## src/rtl/tick_period_meter.sv

```systemverilog
// Tick period meter: recovers the enabled-cycle period of a single-cycle tick
// stream and tracks min/max period, capture count and counter saturation.
module tick_period_meter #(
  parameter int WIDTH     = 32,
  parameter int CNT_WIDTH = 16
) (
  input  logic                 clk,
  input  logic                 reset,
  input  logic                 enable,
  input  logic                 clear,
  input  logic                 tick_in,
  output logic [WIDTH-1:0]     period,
  output logic                 valid,
  output logic [WIDTH-1:0]     period_min,
  output logic [WIDTH-1:0]     period_max,
  output logic [CNT_WIDTH-1:0] meas_count,
  output logic                 overflow
);

  // state | meaning
  // IDLE  | waiting for the first tick to open the measurement window
  // ARMED | counting enabled cycles since the last tick
  typedef enum logic {
    IDLE  = 1'b0,
    ARMED = 1'b1
  } state_t;

  localparam logic [WIDTH-1:0]     CNT_MAX  = '1;
  localparam logic [CNT_WIDTH-1:0] MEAS_MAX = '1;

  state_t               state, state_next;
  logic [WIDTH-1:0]     counter, counter_next;
  logic [WIDTH-1:0]     period_next, min_next, max_next;
  logic [CNT_WIDTH-1:0] count_next;
  logic                 valid_next, overflow_next;

  always_ff @(posedge clk or posedge reset) begin
    if (reset) begin
      state      <= IDLE;
      counter    <= '0;
      period     <= '0;
      valid      <= 1'b0;
      period_min <= CNT_MAX;
      period_max <= '0;
      meas_count <= '0;
      overflow   <= 1'b0;
    end else begin
      state      <= state_next;
      counter    <= counter_next;
      period     <= period_next;
      valid      <= valid_next;
      period_min <= min_next;
      period_max <= max_next;
      meas_count <= count_next;
      overflow   <= overflow_next;
    end
  end

  always_comb begin
    state_next    = state;
    counter_next  = counter;
    period_next   = period;
    valid_next    = 1'b0;
    min_next      = period_min;
    max_next      = period_max;
    count_next    = meas_count;
    overflow_next = overflow;

    if (clear) begin
      state_next    = IDLE;
      counter_next  = '0;
      period_next   = '0;
      min_next      = CNT_MAX;
      max_next      = '0;
      count_next    = '0;
      overflow_next = 1'b0;
    end else if (enable) begin
      unique case (state)
        IDLE: begin
          // The first tick only opens the window; there is nothing to capture yet.
          if (tick_in) begin
            state_next   = ARMED;
            counter_next = WIDTH'(1);
          end
        end
        ARMED: begin
          if (tick_in) begin
            period_next  = counter;
            valid_next   = 1'b1;
            counter_next = WIDTH'(1);
            if (counter < period_min) min_next = counter;
            if (counter > period_max) max_next = counter;
            if (meas_count != MEAS_MAX) count_next = meas_count + CNT_WIDTH'(1);
            if (counter == CNT_MAX) overflow_next = 1'b1;
          end else if (counter != CNT_MAX) begin
            counter_next = counter + WIDTH'(1);
          end else begin
            overflow_next = 1'b1;
          end
        end
        default: state_next = IDLE;
      endcase
    end
  end

endmodule

```

## config.mk

```make
export PLATFORM = sky130hd
export DESIGN_NAME = tick_period_meter
export DESIGN_NICKNAME = d
export VERILOG_FILES = /design/src/rtl/tick_period_meter.sv
export SDC_FILE = /design/constraint.sdc
export NUM_CORES = 1
export LEC_CHECK = 0
export CORE_MARGIN = 4
export CORE_UTILIZATION = 30
export DETAILED_ROUTE_END_ITERATION = 12
export SLEW_MARGIN = 40
export SYNTH_ARGS = -nofsm -noshare
export SYNTH_HDL_FRONTEND = slang
export SYNTH_SLANG_ARGS = --single-unit
```

## constraint.sdc

```tcl
create_clock -name clk -period 6.5 [get_ports clk]
set_input_delay 0.65 -clock clk [delete_from_list [all_inputs] [get_ports clk]]
set_output_delay 0.65 -clock clk [all_outputs]
set_load 0.005 [all_outputs]
```

==> impl_metrics.yaml <==
clock_network:
  cts-htree-levels: 4
  cts.repair_timing.setup_buffer_count: 0
  tritoncts: "yes"
  cts.hold.buffers_added: 0
  cts.clk_slew.worst_paths_ns: 0.06
  numCtsBuffers: 17
  max-clock-path-buffers: 2
  tritoncts_num_sinks: 147
  clock_insertion_delay_worst_skew_ns: 0.42
  cts_root_buffer: "sky130_fd_sc_hd__clkbuf_16"
  cts_repair_resize_count: 0
yosys:
  syn_area_um2: 8098
  yosysWarningCount: 0
  yosys.area.top_type: "sky130_fd_sc_hd__dfrtp_1"
  syn_area_cell_um2: 9.276
  synthesis.nets: 943
  synth_area_leaders: "sky130_fd_sc_hd__dfrtp_1 (36%), sky130_fd_sc_hd__dfstp_2 (10%), sky130_fd_sc_hd__ha_1 (10%), sky130_fd_sc_hd__nand2_1 (4.8%), sky130_fd_sc_hd__a21oi_1 (4.7%)"
  synth_largest_type_area_fraction_pct: 35.54
  syn_inst: 873
  synth.ff_latch_count: 147
  number_of_enable_flip_flop_cells_after_synthesis: 0
  async_reset_ff_share_pct: 100.0
  yosysUniqueCellTypes: 46
  synth_sequential_area_ratio_pct: 45.92
  ys_flop_type: "sky130_fd_sc_hd__dfrtp_1"
finish:
  area_delta_synth_final_pct: 25.51
  mostFrequentLayoutCell: "sky130_fd_sc_hd__clkdlybuf4s50_1"
  nets: 1036
  layout_common_cells: "sky130_fd_sc_hd__clkdlybuf4s50_1 (117), sky130_fd_sc_hd__dfrtp_1 (115), sky130_fd_sc_hd__nand2_1 (104), sky130_fd_sc_hd__a21oi_1 (76), sky130_fd_sc_hd__inv_1 (71)"
  ratio_of_cells_with_drive_above_1_in_the_final_layout_pct: 8.274
  fin_util_pct: 38.67
  n_antenna_cell: 0
critical_path:
  path_common_cell: "sky130_fd_sc_hd__buf_4"
  cpMaxStageDelayCell: "sky130_fd_sc_hd__buf_4"
  crit_path_start_kind: "input port"
  worstSetupPathType: "in -> reg"
  worstPathBufferInverterCount: 3
  worstPathRequired_ns: 6.84
  timing.critical_path.to_type: "flip-flop"
  critical_path_peak_fanout: 66
  crit_path_cell_trace: "buf_4 -> buf_4 -> o21a_1 -> a21oi_1 -> buf_4 -> or4_1 -> a21oi_1"
  cp_data_arrival_time_ns: 3.42
  cp_top_family: "buffers and inverters"
  critical-path-max-stage-delay_ns: 0.66
timing:
  slew_headroom_pct: 45.62
  minimum_period_implied_by_the_final_worst_setup_slack_ns: 3.081
  final_max_slew_viol_count: 0
  grt_setup_unrepaired: "no"
  finalClockSkew_ns: 0.01096
  finalHoldViolations: 0
  totalNegativeSetupSlack_ns: 0
  setup_viol: 0
  worst_slew_pin_tran_ns: 0.8156
  fin_ws_ns: 3.419
  maxClockFrequency_mhz: 324.6
  post-route-period-util_pct: 47.40
detailed_routing:
  highest_layer: "met4"
  wire_length_on_met2_um: 10730
  route.final.wire_length_um: 23080
  drt_first_iter_violations: 495
  routed-via-count: 6837
  route.detailed.wl_per_inst_um: 17.56
  first_pass_iters: 5
  route.layer.met1.wl_um: 11000
  avgViaCountPerCell: 5.203
  wl_met3_um: 944
  drt_drc_violations_left: 0
  drtAntennaViolNets: 0
floorplan:
  die_outline_width_um: 172.3
  top_level_ports: 119
  die_h_um: 172.3
  row_count: 59
  die_area_um2: 29690
  coreArea_um2: 26280
  floorplan.initialDensity_pct: 30.81
hold_path:
  min_path_type: "reg -> reg"
place:
  gpl.final_weighted_congestion: 0.8087
  port-buffer-count: 118
  hpwlAfterDp_um: 16140
  preCtsSetupSlack_ns: 3.009
power:
  cellInternalPower_uw: 1593
  powerDensity_nw_per_um2: 202.5
  switching_power_uw: 465.5
  swShare_pct: 22.61
  comb_power_share_pct: 4.8
  vdd_ir_drop_max_uv: 149.7
  static-leakage-power_uw: 0.004359
  pwr-share-seq_pct: 45.7
  power.share.clock_pct: 49.5
global_route:
  grt_pass1_wl_um: 37130
  grtUsageTotal_pct: 15.86
  grt_antenna_before_repair: 0
  grt_pass1_vias: 6572
  grt_overflow_total: 0
  grt_max_degree: 100
job:
  maxCapViolations: 0
status:
  outcome: "completed"
-- worst paths after layout --
check	from	slack (ns)	cells past startpoint	endpoint
worst min-delay path	overflow	0.52	2	overflow
max in group asynchronous	reset	4.62	3	period[30]
worst max register to register	counter[20]	3.48	7	counter[25]
min in group asynchronous	reset	0.75	2	period_max[22]
worst min register to register	overflow	0.52	2	overflow
worst max-delay path	clear	3.42	7	counter[29]
-- per-layer routing --
metal | vias up | track usage (%)
li1 | 3334 | -
met1 | 3322 | 21.98
met2 | 157 | 25.47
met3 | 24 | 3.269
met4 | 0 | 3.999
met5 | - | 0
-- synth_stat cells, types with 11 or more instances --
library cell	n
sky130_fd_sc_hd__dfrtp_1	115
sky130_fd_sc_hd__dfstp_2	32
sky130_fd_sc_hd__or4_1	11
sky130_fd_sc_hd__nand4_1	20
sky130_fd_sc_hd__and4_1	13
sky130_fd_sc_hd__nor2_1	57
sky130_fd_sc_hd__ha_1	65
sky130_fd_sc_hd__nand3_1	31
sky130_fd_sc_hd__a21oi_1	76
sky130_fd_sc_hd__clkbuf_1	41
sky130_fd_sc_hd__xor2_1	12
sky130_fd_sc_hd__nand2_1	104
sky130_fd_sc_hd__inv_1	72
sky130_fd_sc_hd__o32a_1	26
sky130_fd_sc_hd__or3_1	13
sky130_fd_sc_hd__o31ai_1	32
sky130_fd_sc_hd__o21ai_0	55
sky130_fd_sc_hd__nor3_1	12
sky130_fd_sc_hd__xnor2_1	14
-- final cells by class --
| class | count | area (µm²) |
|---|---|---|
| clock buffers | 22 | 474.2 |
| clock inverters | 10 | 131.4 |
| fillers | 2649 | 16120 |
| inverters | 72 | 277.8 |
| multi-input cells | 602 | 3904 |
| flip-flops and latches | 147 | 3719 |
| well taps | 335 | 419.2 |
| repair buffers | 126 | 1239 |
-- tightest hold or removal path, delay by kind of cell (launching register included) --
family	cells	cell delay, ns
AND/OR/NAND/NOR	2	0.13
flip-flops	1	0.34
-- sequential cells by signal, summed over array words and instances, names as in the netlist --
register / flops
counter: 32
meas_count: 16
overflow: 1
period: 32
period_max: 32
period_min: 32
state: 1
valid: 1
-- kinds of logic (layout without fill, tap and decap cells) --
kind of cell	Yosys count	in the layout	synth area share, %
XOR/XNOR	26	26	2.812
AO/OA/AOI/OAI	222	222	17.51
AND/OR/NAND/NOR	283	283	17.00
flip-flops	147	147	45.92
multiplexers	6	6	0.7417
adder cells (fa/ha/maj)	65	65	10.04
buffers and inverters	124	230	5.980
-- power by group through the flow --
stage | registers (µW) | clock network, µW | logic (µW)
final | 941 | 1020 | 98.2
after global routing | 942 | 1080 | 112
after CTS | 941 | 1040 | 101
after detailed placement | 957 | 0 | 101
after global placement | 957 | 0 | 98.5
after floorplan | 952 | 0 | 62.9
-- per-stage QoR --
| stage | area [µm²] | hold slack (ns) | instances | power, µW |
|---|---|---|---|---|
| after floorplan | 8098 | 0.4889 | 873 | 1015 |
| after global placement | 9549 | 0.4886 | 1282 | 1056 |
| after detailed placement | 9558 | 0.5067 | 1282 | 1058 |
| after CTS | 10160 | 0.5214 | 1314 | 2081 |
| after global routing | 10160 | 0.5345 | 1314 | 2136 |
| final | 10160 | 0.5164 | 1314 | 2058 |
No activity file was read; power rests on OpenSTA's default activity.
